`src/rtl/raster_line_engine_if.sv`:
```
// rtl/raster_line_engine_if.sv - beam position, endpoint and pixel-out bundle of the line engine
interface raster_line_engine_if #(
    parameter int H_BITS = 11,
    parameter int V_BITS = 10
);
    logic [H_BITS-1:0] hcount_in;
    logic [V_BITS-1:0] vcount_in;
    logic              new_frame_in;
    logic [H_BITS-1:0] x1_in;
    logic [H_BITS-1:0] x2_in;
    logic [V_BITS-1:0] y1_in;
    logic [V_BITS-1:0] y2_in;
    logic              line_active;
    logic [23:0]       color_out;
    logic              busy_out;
    logic              overrun_out;

    modport master (
        output hcount_in, vcount_in, new_frame_in,
        output x1_in, x2_in, y1_in, y2_in, line_active,
        input  color_out, busy_out, overrun_out
    );

    modport slave (
        input  hcount_in, vcount_in, new_frame_in,
        input  x1_in, x2_in, y1_in, y2_in, line_active,
        output color_out, busy_out, overrun_out
    );
endinterface

```
`src/rtl/raster_line_engine.sv`:
```
// rtl/raster_line_engine.sv - all-octant Bresenham line sprite building per-row spans a row ahead of the beam
module raster_line_engine #(
    parameter int          H_BITS = 11,
    parameter int          V_BITS = 10,
    parameter logic [23:0] COLOR  = 24'hFF_FF_FF,
    parameter int          THICK  = 0
) (
    input  logic                 clk_in,
    input  logic                 rst_n_in,
    raster_line_engine_if.slave  bus
);
    localparam int EW  = H_BITS + 2;
    localparam int E2W = H_BITS + 3;
    localparam logic [H_BITS-1:0] X_ONE = H_BITS'(1);
    localparam logic [V_BITS-1:0] Y_ONE = V_BITS'(1);
    localparam logic [H_BITS:0]   TK    = (H_BITS+1)'(THICK);

    typedef enum logic [1:0] {IDLE, STEP, HOLD, DONE} state_t;

    state_t                state;
    logic [H_BITS-1:0]     x, xb, span_min, span_max;
    logic [V_BITS-1:0]     y, yb;
    logic signed [EW-1:0]  err, dx, dy;
    logic                  x_dec;
    logic                  pending_valid, pending_last;
    logic [V_BITS-1:0]     pending_row;
    logic [H_BITS-1:0]     pending_min, pending_max;
    logic                  active_valid;
    logic [V_BITS-1:0]     active_row;
    logic [H_BITS-1:0]     active_min, active_max;
    logic                  busy_q, overrun_q;
    logic [23:0]           color_q;

    // Endpoint ordering so the walk always runs top to bottom
    logic                  swap;
    logic [H_BITS-1:0]     xa_n, xb_n, adx;
    logic [V_BITS-1:0]     ya_n, yb_n, ady;
    logic signed [EW-1:0]  dx_n, dy_n;

    assign swap = bus.y1_in > bus.y2_in;
    assign xa_n = swap ? bus.x2_in : bus.x1_in;
    assign xb_n = swap ? bus.x1_in : bus.x2_in;
    assign ya_n = swap ? bus.y2_in : bus.y1_in;
    assign yb_n = swap ? bus.y1_in : bus.y2_in;
    assign adx  = (xb_n >= xa_n) ? xb_n - xa_n : xa_n - xb_n;
    assign ady  = yb_n - ya_n;
    assign dx_n = $signed({{(EW-H_BITS){1'b0}}, adx});
    assign dy_n = -$signed({{(EW-V_BITS){1'b0}}, ady});

    // One Bresenham step from the current point
    logic signed [E2W-1:0] e2, dx_e, dy_e;
    logic                  step_x, step_y, at_end;
    logic signed [EW-1:0]  err_n;
    logic [H_BITS-1:0]     x_n, f_min, f_max;
    logic [V_BITS-1:0]     y_n;

    assign e2     = {err, 1'b0};
    assign dx_e   = {dx[EW-1], dx};
    assign dy_e   = {dy[EW-1], dy};
    assign step_x = e2 >= dy_e;
    assign step_y = e2 <= dx_e;
    assign at_end = (x == xb) && (y == yb);
    assign x_n    = step_x ? (x_dec ? x - X_ONE : x + X_ONE) : x;
    assign y_n    = step_y ? y + Y_ONE : y;
    assign f_min  = (x < span_min) ? x : span_min;
    assign f_max  = (x > span_max) ? x : span_max;

    // Error term accumulates both axis contributions when both step
    always_comb begin
        err_n = err;
        if (step_x) err_n = err_n + dy;
        if (step_y) err_n = err_n + dx;
    end

    // Handoff of the pending span at the start of its row, or drop if the row is gone
    logic line_start, transfer, discard;
    assign line_start = (bus.hcount_in == '0);
    assign transfer   = (state == HOLD) && pending_valid && line_start && (bus.vcount_in == pending_row);
    assign discard    = (state == HOLD) && pending_valid && line_start && (bus.vcount_in > pending_row);

    // A span handed off this cycle must already cover column 0 of its row
    logic                  eff_valid;
    logic [V_BITS-1:0]     eff_row;
    logic [H_BITS-1:0]     eff_min, eff_max, lo, hi;
    logic [H_BITS:0]       lo_w, hi_w;
    logic                  hit;

    assign eff_valid = transfer ? 1'b1        : active_valid;
    assign eff_row   = transfer ? pending_row : active_row;
    assign eff_min   = transfer ? pending_min : active_min;
    assign eff_max   = transfer ? pending_max : active_max;
    assign lo_w      = {1'b0, eff_min} - TK;
    assign hi_w      = {1'b0, eff_max} + TK;
    assign lo        = lo_w[H_BITS] ? '0 : lo_w[H_BITS-1:0];
    assign hi        = hi_w[H_BITS] ? '1 : hi_w[H_BITS-1:0];
    assign hit       = eff_valid && (bus.vcount_in == eff_row) && (bus.hcount_in >= lo)
                       && (bus.hcount_in <= hi) && bus.line_active && !bus.new_frame_in;

    // Walk FSM: endpoint latch, stepping, span handoff and status flags
    always_ff @(posedge clk_in or negedge rst_n_in) begin
        if (!rst_n_in) begin
            state         <= IDLE;
            x             <= '0;
            y             <= '0;
            xb            <= '0;
            yb            <= '0;
            err           <= '0;
            dx            <= '0;
            dy            <= '0;
            x_dec         <= 1'b0;
            span_min      <= '0;
            span_max      <= '0;
            pending_valid <= 1'b0;
            pending_last  <= 1'b0;
            pending_row   <= '0;
            pending_min   <= '0;
            pending_max   <= '0;
            active_valid  <= 1'b0;
            active_row    <= '0;
            active_min    <= '0;
            active_max    <= '0;
            busy_q        <= 1'b0;
            overrun_q     <= 1'b0;
        end else if (bus.new_frame_in) begin
            xb            <= xb_n;
            yb            <= yb_n;
            dx            <= dx_n;
            dy            <= dy_n;
            err           <= dx_n + dy_n;
            x_dec         <= xb_n < xa_n;
            x             <= xa_n;
            y             <= ya_n;
            span_min      <= xa_n;
            span_max      <= xa_n;
            pending_valid <= 1'b0;
            active_valid  <= 1'b0;
            overrun_q     <= 1'b0;
            busy_q        <= 1'b1;
            state         <= STEP;
        end else begin
            if (line_start && active_valid && (bus.vcount_in != active_row))
                active_valid <= 1'b0;
            case (state)
                IDLE: ;
                STEP: begin
                    if (line_start && (bus.vcount_in == y))
                        overrun_q <= 1'b1;
                    if (at_end) begin
                        pending_row   <= y;
                        pending_min   <= f_min;
                        pending_max   <= f_max;
                        pending_last  <= 1'b1;
                        pending_valid <= 1'b1;
                        state         <= HOLD;
                    end else begin
                        err <= err_n;
                        x   <= x_n;
                        y   <= y_n;
                        if (step_y) begin
                            pending_row   <= y;
                            pending_min   <= f_min;
                            pending_max   <= f_max;
                            pending_last  <= 1'b0;
                            pending_valid <= 1'b1;
                            span_min      <= x_n;
                            span_max      <= x_n;
                            state         <= HOLD;
                        end else begin
                            span_min <= f_min;
                            span_max <= f_max;
                        end
                    end
                end
                HOLD: begin
                    if (transfer || discard) begin
                        if (transfer) begin
                            active_valid <= 1'b1;
                            active_row   <= pending_row;
                            active_min   <= pending_min;
                            active_max   <= pending_max;
                        end else begin
                            overrun_q <= 1'b1;
                        end
                        pending_valid <= 1'b0;
                        if (pending_last) begin
                            busy_q <= 1'b0;
                            state  <= DONE;
                        end else begin
                            state <= STEP;
                        end
                    end
                end
                DONE: ;
                default: state <= IDLE;
            endcase
        end
    end

    // Registered pixel colour, one clock behind the beam position
    always_ff @(posedge clk_in or negedge rst_n_in) begin
        if (!rst_n_in) color_q <= '0;
        else           color_q <= hit ? COLOR : 24'h0;
    end

    assign bus.color_out   = color_q;
    assign bus.busy_out    = busy_q;
    assign bus.overrun_out = overrun_q;
endmodule

```
`src/flat_wrapper.sv`:
```
// flat-port wrapper written by rule: the top's interface ports become plain ports
module raster_line_engine_flat 
#(
    parameter int          H_BITS = 11,
    parameter int          V_BITS = 10,
    parameter logic [23:0] COLOR  = 24'hFF_FF_FF,
    parameter int          THICK  = 0
)
  (clk_in, rst_n_in, bus_hcount_in, bus_vcount_in, bus_new_frame_in, bus_x1_in, bus_x2_in, bus_y1_in, bus_y2_in, bus_line_active, bus_color_out, bus_busy_out, bus_overrun_out);
  raster_line_engine_if #(.H_BITS(H_BITS), .V_BITS(V_BITS)) bus_i ();
  input  logic clk_in;
  input  logic rst_n_in;
  input wire logic [$bits(bus_i.hcount_in)-1:0] bus_hcount_in;
  input wire logic [$bits(bus_i.vcount_in)-1:0] bus_vcount_in;
  input wire logic [$bits(bus_i.new_frame_in)-1:0] bus_new_frame_in;
  input wire logic [$bits(bus_i.x1_in)-1:0] bus_x1_in;
  input wire logic [$bits(bus_i.x2_in)-1:0] bus_x2_in;
  input wire logic [$bits(bus_i.y1_in)-1:0] bus_y1_in;
  input wire logic [$bits(bus_i.y2_in)-1:0] bus_y2_in;
  input wire logic [$bits(bus_i.line_active)-1:0] bus_line_active;
  output wire logic [$bits(bus_i.color_out)-1:0] bus_color_out;
  output wire logic [$bits(bus_i.busy_out)-1:0] bus_busy_out;
  output wire logic [$bits(bus_i.overrun_out)-1:0] bus_overrun_out;
  assign bus_i.hcount_in = bus_hcount_in;
  assign bus_i.vcount_in = bus_vcount_in;
  assign bus_i.new_frame_in = bus_new_frame_in;
  assign bus_i.x1_in = bus_x1_in;
  assign bus_i.x2_in = bus_x2_in;
  assign bus_i.y1_in = bus_y1_in;
  assign bus_i.y2_in = bus_y2_in;
  assign bus_i.line_active = bus_line_active;
  assign bus_color_out = bus_i.color_out;
  assign bus_busy_out = bus_i.busy_out;
  assign bus_overrun_out = bus_i.overrun_out;
  raster_line_engine #(.H_BITS(H_BITS), .V_BITS(V_BITS), .COLOR(COLOR), .THICK(THICK)) u_core (.clk_in(clk_in), .rst_n_in(rst_n_in), .bus(bus_i));
endmodule
```
`config.mk`:
```
export PLATFORM = sky130hd
export DESIGN_NAME = raster_line_engine_flat
export DESIGN_NICKNAME = d
export VERILOG_FILES = /design/src/rtl/raster_line_engine_if.sv /design/src/rtl/raster_line_engine.sv /design/src/flat_wrapper.sv
export SDC_FILE = /design/constraint.sdc
export NUM_CORES = 1
export LEC_CHECK = 0
export CORE_MARGIN = 2
export CORE_UTILIZATION = 50
export CTS_CLUSTER_DIAMETER = 200
export DETAILED_ROUTE_END_ITERATION = 8
export PLACE_DENSITY = 0.67
export SETUP_SLACK_MARGIN = 0.1
export SYNTH_ARGS = -nofsm -noshare
export SYNTH_HDL_FRONTEND = slang
export SYNTH_SLANG_ARGS = --single-unit
```
`constraint.sdc`:
```
create_clock -name clk_in -period 10.4 [get_ports clk_in]
set_input_delay 2.08 -clock clk_in [delete_from_list [all_inputs] [get_ports clk_in]]
set_output_delay 2.08 -clock clk_in [all_outputs]
set_load 0.03 [all_outputs]
```
==> results of run 1 <==
[final timing paths]
kind | from | end | slack (ns) | depth (start not counted)
worst max-delay path | bus_y2_in[8] | u_core.err[11] | 2.57 | 23
worst min-delay path | u_core.bus.busy_out | u_core.bus.busy_out | 0.49 | 2
worst max register to register | u_core.dy[1] | u_core.err[12] | 4.61 | 22
worst min register to register | u_core.bus.busy_out | u_core.bus.busy_out | 0.49 | 2
max in group asynchronous | rst_n_in | u_core.span_min[4] | 7.50 | 2
min in group asynchronous | rst_n_in | u_core.active_row[3] | 1.62 | 1
[cell usage after synthesis (28+ instances only)]
library cell | instances | share of area, %
o21ai_0 | 115 | 3.7
o21a_1 | 47 | 2.3
a31oi_1 | 39 | 1.6
nor2_1 | 187 | 4.5
nor3_1 | 38 | 1.2
nand2_1 | 200 | 4.8
mux2i_1 | 40 | 2.6
xnor2_1 | 65 | 3.7
ha_1 | 134 | 11
inv_1 | 109 | 2.6
nor2b_1 | 28 | 1.1
mux2_2 | 52 | 3.8
nand3_1 | 43 | 1.4
dfrtp_1 | 174 | 28
clkbuf_1 | 87 | 2.1
xor2_1 | 43 | 2.4
a21oi_1 | 170 | 5.5
[metal layers]
layer	wire length [um]	vias up
met5	0	-
met4	1316	0
met3	2272	84
met2	20600	451
met1	20950	6734
li1	-	6863
[power groups by stage]
stage	clock network, uW	registers (uW)	logic (uW)
floorplan	0	1040	2570
finish	613	1200	3290
detailed placement	0	1200	3230
CTS	625	1190	3260
global placement	0	1190	3170
global route	649	1230	3660
[through the flow]
| step | util [%] | instance area [um2] | power [uW] |
|---|---|---|---|
| detailed placement | 54.05 | 16530 | 4436 |
| global route | 55.85 | 17080 | 5534 |
| CTS | 55.85 | 17080 | 5079 |
| global placement | 54.05 | 16530 | 4365 |
| floorplan | - | 15560 | 3612 |
| finish | 55.85 | 17080 | 5103 |
[cell families (layout without fill, tap and decap cells)]
group                    after synthesis  after routing
AO/OA/AOI/OAI                        550            550
XOR/XNOR                             109            109
adder cells (fa/ha/maj)              151            151
buffers and inverters                240            253
flip-flops                           174            174
multiplexers                          92             92
AND/OR/NAND/NOR                      611            611
[registers in the layout, summed over array words and instances (netlist names), 2 cells and up]
| register | flops |
|---|---|
| u_core.x | 11 |
| u_core.state | 2 |
| u_core.active_max | 11 |
| u_core.active_row | 10 |
| u_core.pending_row | 10 |
| u_core.err | 13 |
| u_core.active_min | 11 |
| u_core.pending_min | 11 |
| u_core.dy | 13 |
| u_core.dx | 11 |
| u_core.y | 10 |
| u_core.span_min | 11 |
| u_core.yb | 10 |
| u_core.xb | 11 |
| u_core.pending_max | 11 |
| u_core.span_max | 11 |
[layout make-up]
cell class                      count  area, um2  area share, %
Clock buffer                       20      446.7          2.615
Tap cell                          396      495.5          2.900
Multi-Input combinational cell   1513      10200          59.74
Timing Repair Buffer              112       1070          6.262
Inverter                          109      409.1          2.395
Clock inverter                     12      102.6         0.6006
Sequential cell                   174       4354          25.49
[layout by cell type (no fill, tap or decap), types with 22 or more instances in the layout]
master / count
xnor2_1: 65
o21a_1: 47
mux2_2: 52
o21ai_0: 115
clkdlybuf4s50_1: 90
a21oi_1: 170
a31oi_1: 39
nand2_1: 200
nor3_1: 37
mux2i_1: 40
nor2b_1: 28
nand3_1: 43
a21o_1: 25
xor2_1: 43
nand2b_1: 22
ha_1: 134
inv_1: 109
dfrtp_1: 174
nand4_1: 27
nor2_1: 185
[critical path: cells and delay by family]
kind            cells  cell delay [ns]
compound gates     12             2.47
mux                 1             0.44
xor+xnor            1             0.19
fa+ha+maj           2             0.81
simple gates        4             1.44
buf+inv             3             0.70
==> impl_metrics.csv, run 1 <==
group,metric,value,unit
outcome,status,"finished clean",
power,combPwrFrac,64.5,%
timing,slew_headroom,30.08,%
global_route,grtUsageMet3,3.153,%
global_route,grt_pass1_wl,72950,um
floorplan,num_rows,64,
critical_path,critical_path_class,"input port to flop",
power,peakVddDrop,0.1383,mV
logic_synthesis,synth_top_family_by_area,"compound AO/OA/AOI/OAI gates",
power,sequentialPowerShare,23.5,%
global_route,grtUsageMet2,44.46,%
floorplan,io_pins,93,
floorplan,initial_core_util,50.87,%
logic_synthesis,synth-async-reset-ratio,100.0,%
logic_synthesis,ys_warn_count,0,
critical_path,worstPathMaxFanout,32,
logic_synthesis,synth_seq_area_share,27.98,%
clocking,hold_buffers,0,
power,power_density,298.7,nW/um2
critical_path,start_kind,"input port",
floorplan,dieHeight,180.4,um
cells_and_area,fillers,2875,
timing,hold_violations,0,
critical_path,required,10.71,ns
cells_and_area,n_antenna_cell,0,
critical_path,max_stage_delay,0.66,ns
timing,postLayoutSetupSlackWorst,2.567,ns
power,switching_share,48.67,%
clocking,cts-resized-gates,0,
routing,first_pass_iters,6,
critical_path,worst_ep_arrival_time,8.14,ns
logic_synthesis,synth_mux_area_share,6.336,%
place,dp_cells,2304,
global_route,grt_overflow,0,
job,maxCapViolations,0,
logic_synthesis,synth_cell_types,83,
routing,via_per_inst,6.050,
cells_and_area,final_cells,2336,
critical_path,critPathCaptureType,"flop",
logic_synthesis,synth_seq_cells,174,
logic_synthesis,synth_fa_ha_area_share,12.13,%
place,post-place-ws,2.210,ns
timing,finalCritPeriodShare,75.32,%
routing,drc,0,
routing,postRouteAntennaNets,0,
cells_and_area,drive_above_1_share,7.577,%
timing,min_period,7.833,ns
global_route,antenna_found_initial,0,
clocking,cts_root_buf,"clkbuf_16",
routing,vias,14130,
power,p_int,2619,uW
logic_synthesis,netlist_area,15560,um2
global_route,gr-usage-all-layers,27.70,%
timing,setup_violations,0,
clocking,clock_latency,0.45,ns
timing,drv_slew,0,
global_route,grt_pass1_vias,13480,
global_route,grt_max_degree,76,
timing,worstMarginPinSlew,1.047,ns
critical_path,worst_path_max_delay_cell,"nor2_4",
logic_synthesis,synthSimpleGateAreaFrac,17.96,%
timing,max_freq,0.1277,GHz
place,gp_congestion,0.9605,
routing,wirelength,45130,um
place,io_buffers,92,
floorplan,core-area,30590,um2
logic_synthesis,synth_xor_area_share,6.183,%
critical_path,timing.critical_path.cells,"clkdlybuf4s50_1 > inv_1 > ha_1 > and4_1 > o211ai_1 > and3_1 > nor2_4 > nand2_1 > o221ai_1 > o221a_2 > mux2i_1 > inv_1 > ha_1 > a21o_1 > a21oi_1 > o21ai_0 > a21oi_1 > o21ai_0 > a21oi_1 > o21ai_0 > o41ai_1 > xor2_1 > o21ai_1",
power,power.switching,2483,uW
power,clockPowerShare,12.0,%
floorplan,dieArea,32550,um2
clocking,h-tree-depth,4,
floorplan,die_x,180.4,um
global_route,use_met1,38.90,%
min_path,hold_class,"flop to flop",
logic_synthesis,synth-edff-count,0,
cells_and_area,synthToLayoutAreaGrowth,9.777,%
timing,hold_slack,0.4882,ns
cells_and_area,fin_nets,2132,
place,dp_hpwl,34700,um
logic_synthesis,ys.flop_type,"dfrtp_1",
routing,drt_iter0_drc,1194,
clocking,cts_max_path_buffers,2,
power,p_leak,0.007676,uW
clocking,cts_tree,"built",
logic_synthesis,synth_nets,2132,
clocking,clk_pin_slew_worst_paths,0.07,ns
global_route,grt_busiest_layer,"met2",
routing,avgRoutedWirePerCell,19.32,um
timing,grt_setup_unrepaired,"no",
timing,final.setup.tns,0,ns
clocking,cts.sinks,174,
clocking,cts_setup_buffers,0,
logic_synthesis,synth-compound-area-share,22.80,%
timing,skew,0.01309,ns
logic_synthesis,synthCells,1927,
clocking,cts_buffers,17,
logic_synthesis,avgSynthCellArea,8.075,um2
Note: power is estimated with default switching activity, not from simulation.
==> run 2, diff against run 1 <==
--- a/config.mk
+++ b/config.mk
@@ -9,7 +9,7 @@
 export CORE_UTILIZATION = 50
 export CTS_CLUSTER_DIAMETER = 200
 export DETAILED_ROUTE_END_ITERATION = 8
-export PLACE_DENSITY = 0.67
+export PLACE_DENSITY = 0.7
 export SETUP_SLACK_MARGIN = 0.1
 export SYNTH_ARGS = -nofsm -noshare
 export SYNTH_HDL_FRONTEND = slang
==> constraint.sdc (replaced) <==
create_clock -name clk_in -period 6.85 [get_ports clk_in]
set_input_delay 1.37 -clock clk_in [delete_from_list [all_inputs] [get_ports clk_in]]
set_output_delay 1.37 -clock clk_in [all_outputs]
set_load 0.03 [all_outputs]
==> impl_metrics.csv, run 2 (synthesized netlist as in run 1, its figures left out) <==
group,metric,value,unit
routing,met2_length,19740,um
floorplan,io_pins,93,
clocking,h-tree-depth,4,
cells_and_area,fillers,2796,
floorplan,num_rows,64,
routing,highest_layer,"met4",
routing,wl_met1,21000,um
critical_path,worst_ep_arrival_time,6.73,ns
cells_and_area,final_cell_mix,"nand2_1, nor2_1, dfrtp_1",
routing,postRouteAntennaNets,0,
global_route,grt_max_degree,107,
floorplan,core-area,30590,um2
critical_path,critical_path_class,"input port to flop",
cells_and_area,drive_above_1_share,10.05,%
power,p_leak,0.007952,uW
power,power_density,448.7,nW/um2
timing,setup_violations,0,
job,maxCapViolations,0,
place,gp_congestion,0.9727,
min_path,hold_class,"flop to flop",
global_route,gr-usage-all-layers,26.75,%
timing,final.setup.tns,0,ns
routing,first_pass_iters,5,
routing,drt_iter0_drc,1429,
cells_and_area,biggestRegsByFlops,"u_core.dy x13, u_core.err x13",
cells_and_area,final_common_cell,"nand2_1",
routing,vias,14250,
clocking,cts_max_path_buffers,2,
clocking,cts_root_buf,"clkbuf_16",
critical_path,worstPathMaxFanout,9,
timing,slew_headroom,31.20,%
routing,met3WireLength,2536,um
timing,drv_slew,0,
timing,finalCritPeriodShare,93.57,%
cells_and_area,n_antenna_cell,0,
routing,avgRoutedWirePerCell,18.50,um
critical_path,critPathCaptureType,"flop",
cells_and_area,synthToLayoutAreaGrowth,12.59,%
routing,via_per_inst,5.970,
clocking,cts-resized-gates,0,
clocking,clk_pin_slew_worst_paths,0.07,ns
timing,grt_setup_unrepaired,"no",
floorplan,die_x,180.4,um
clocking,cts.sinks,174,
timing,skew,0.01432,ns
place,io_buffers,92,
global_route,grt_pass1_vias,13500,
floorplan,initial_core_util,50.87,%
place,dp_hpwl,34070,um
timing,worstMarginPinSlew,1.032,ns
critical_path,start_kind,"input port",
global_route,antenna_found_initial,0,
timing,hold_slack,0.4744,ns
cells_and_area,fin_nets,2184,
clocking,cts_buffers,17,
clocking,clock_latency,0.45,ns
timing,min_period,6.410,ns
floorplan,dieArea,32550,um2
clocking,hold_buffers,0,
floorplan,dieHeight,180.4,um
outcome,status,"finished clean",
critical_path,required,7.17,ns
routing,drc,0,
timing,max_freq,0.1560,GHz
global_route,grt_pass1_wl,71250,um
clocking,cts_tree,"built",
clocking,cts_setup_buffers,0,
global_route,grt_overflow,0,
timing,hold_violations,0,
routing,wirelength,44150,um
power,peakVddDrop,0.2855,mV
power,finalPower,7861,uW
==> run 2: changes by cell type in the layout (fill, tap and decap cells not counted), sizes merged <==
cell / delta
buf: +52
bufinv: +2
inv: -1
clkbuf: -2
==> run 2: where the power goes <==
group	internal (uW)	switching, uW	leakage [uW]
Combinational	2180	2870	0.00555
Clock	554	450	0.000292
Sequential	1370	439	0.00211
Total	4100	3760	0.00795
==> run 2: final timing paths <==
path	cells past startpoint	from	slack [ns]	endpoint
worst max-delay path	24	bus_y2_in[4]	0.44	u_core.err[12]
worst min-delay path	2	u_core.pending_valid	0.47	u_core.pending_valid
worst max register to register	22	u_core.dy[1]	1.12	u_core.err[12]
worst min register to register	2	u_core.pending_valid	0.47	u_core.pending_valid
max in group asynchronous	2	rst_n_in	4.28	u_core.span_min[8]
min in group asynchronous	1	rst_n_in	1.08	u_core.active_row[5]
==> run 2: routing by layer <==
layer / vias up / GRT usage (%)
met5: - / 0
met4: 0 / 8.000
met3: 52 / 3.375
met2: 494 / 41.71
met1: 6760 / 38.74
li1: 6944 / -
==> run 2: critical path, cell delays in order <==
cell	delay [ns]
clkdlybuf4s50_1	0.48
inv_1	0.08
ha_1	0.39
and4_1	0.29
o211ai_1	0.15
nand3_1	0.23
buf_4	0.21
nand4_1	0.15
and2_1	0.20
ha_1	0.18
or3_1	0.41
xnor2_1	0.29
nand3_1	0.18
xor2_1	0.20
ha_1	0.34
o21ai_0	0.12
a21boi_0	0.28
o21ai_1	0.13
a21oi_1	0.20
o21ai_1	0.12
a21oi_1	0.26
o21ai_1	0.15
o32a_1	0.22
o211a_1	0.11
==> run 2: final cells by class <==
| type | instances | area [um2] | area share, % |
|---|---|---|---|
| clock buffer | 18 | 439.2 | 2.507 |
| clock inverter | 13 | 157.7 | 0.8998 |
| inverter | 109 | 409.1 | 2.335 |
| multi-input combinational | 1513 | 10200 | 58.24 |
| sequential | 174 | 4354 | 24.85 |
| tap | 396 | 495.5 | 2.828 |
| timing repair buffer | 164 | 1460 | 8.334 |
==> run 2: through the flow <==
| stage | instances | util, % | instance area [um2] | setup WS (ns) |
|---|---|---|---|---|
| floorplan | 1927 | - | 15560 | 0.1089 |
| global placement | 2356 | 55.33 | 16920 | 0.1916 |
| detailed placement | 2356 | 55.33 | 16920 | -0.01112 |
| CTS | 2387 | 57.28 | 17520 | 0.4106 |
| global route | 2387 | 57.28 | 17520 | 0.1021 |
| finish | 2387 | 57.28 | 17520 | 0.4405 |
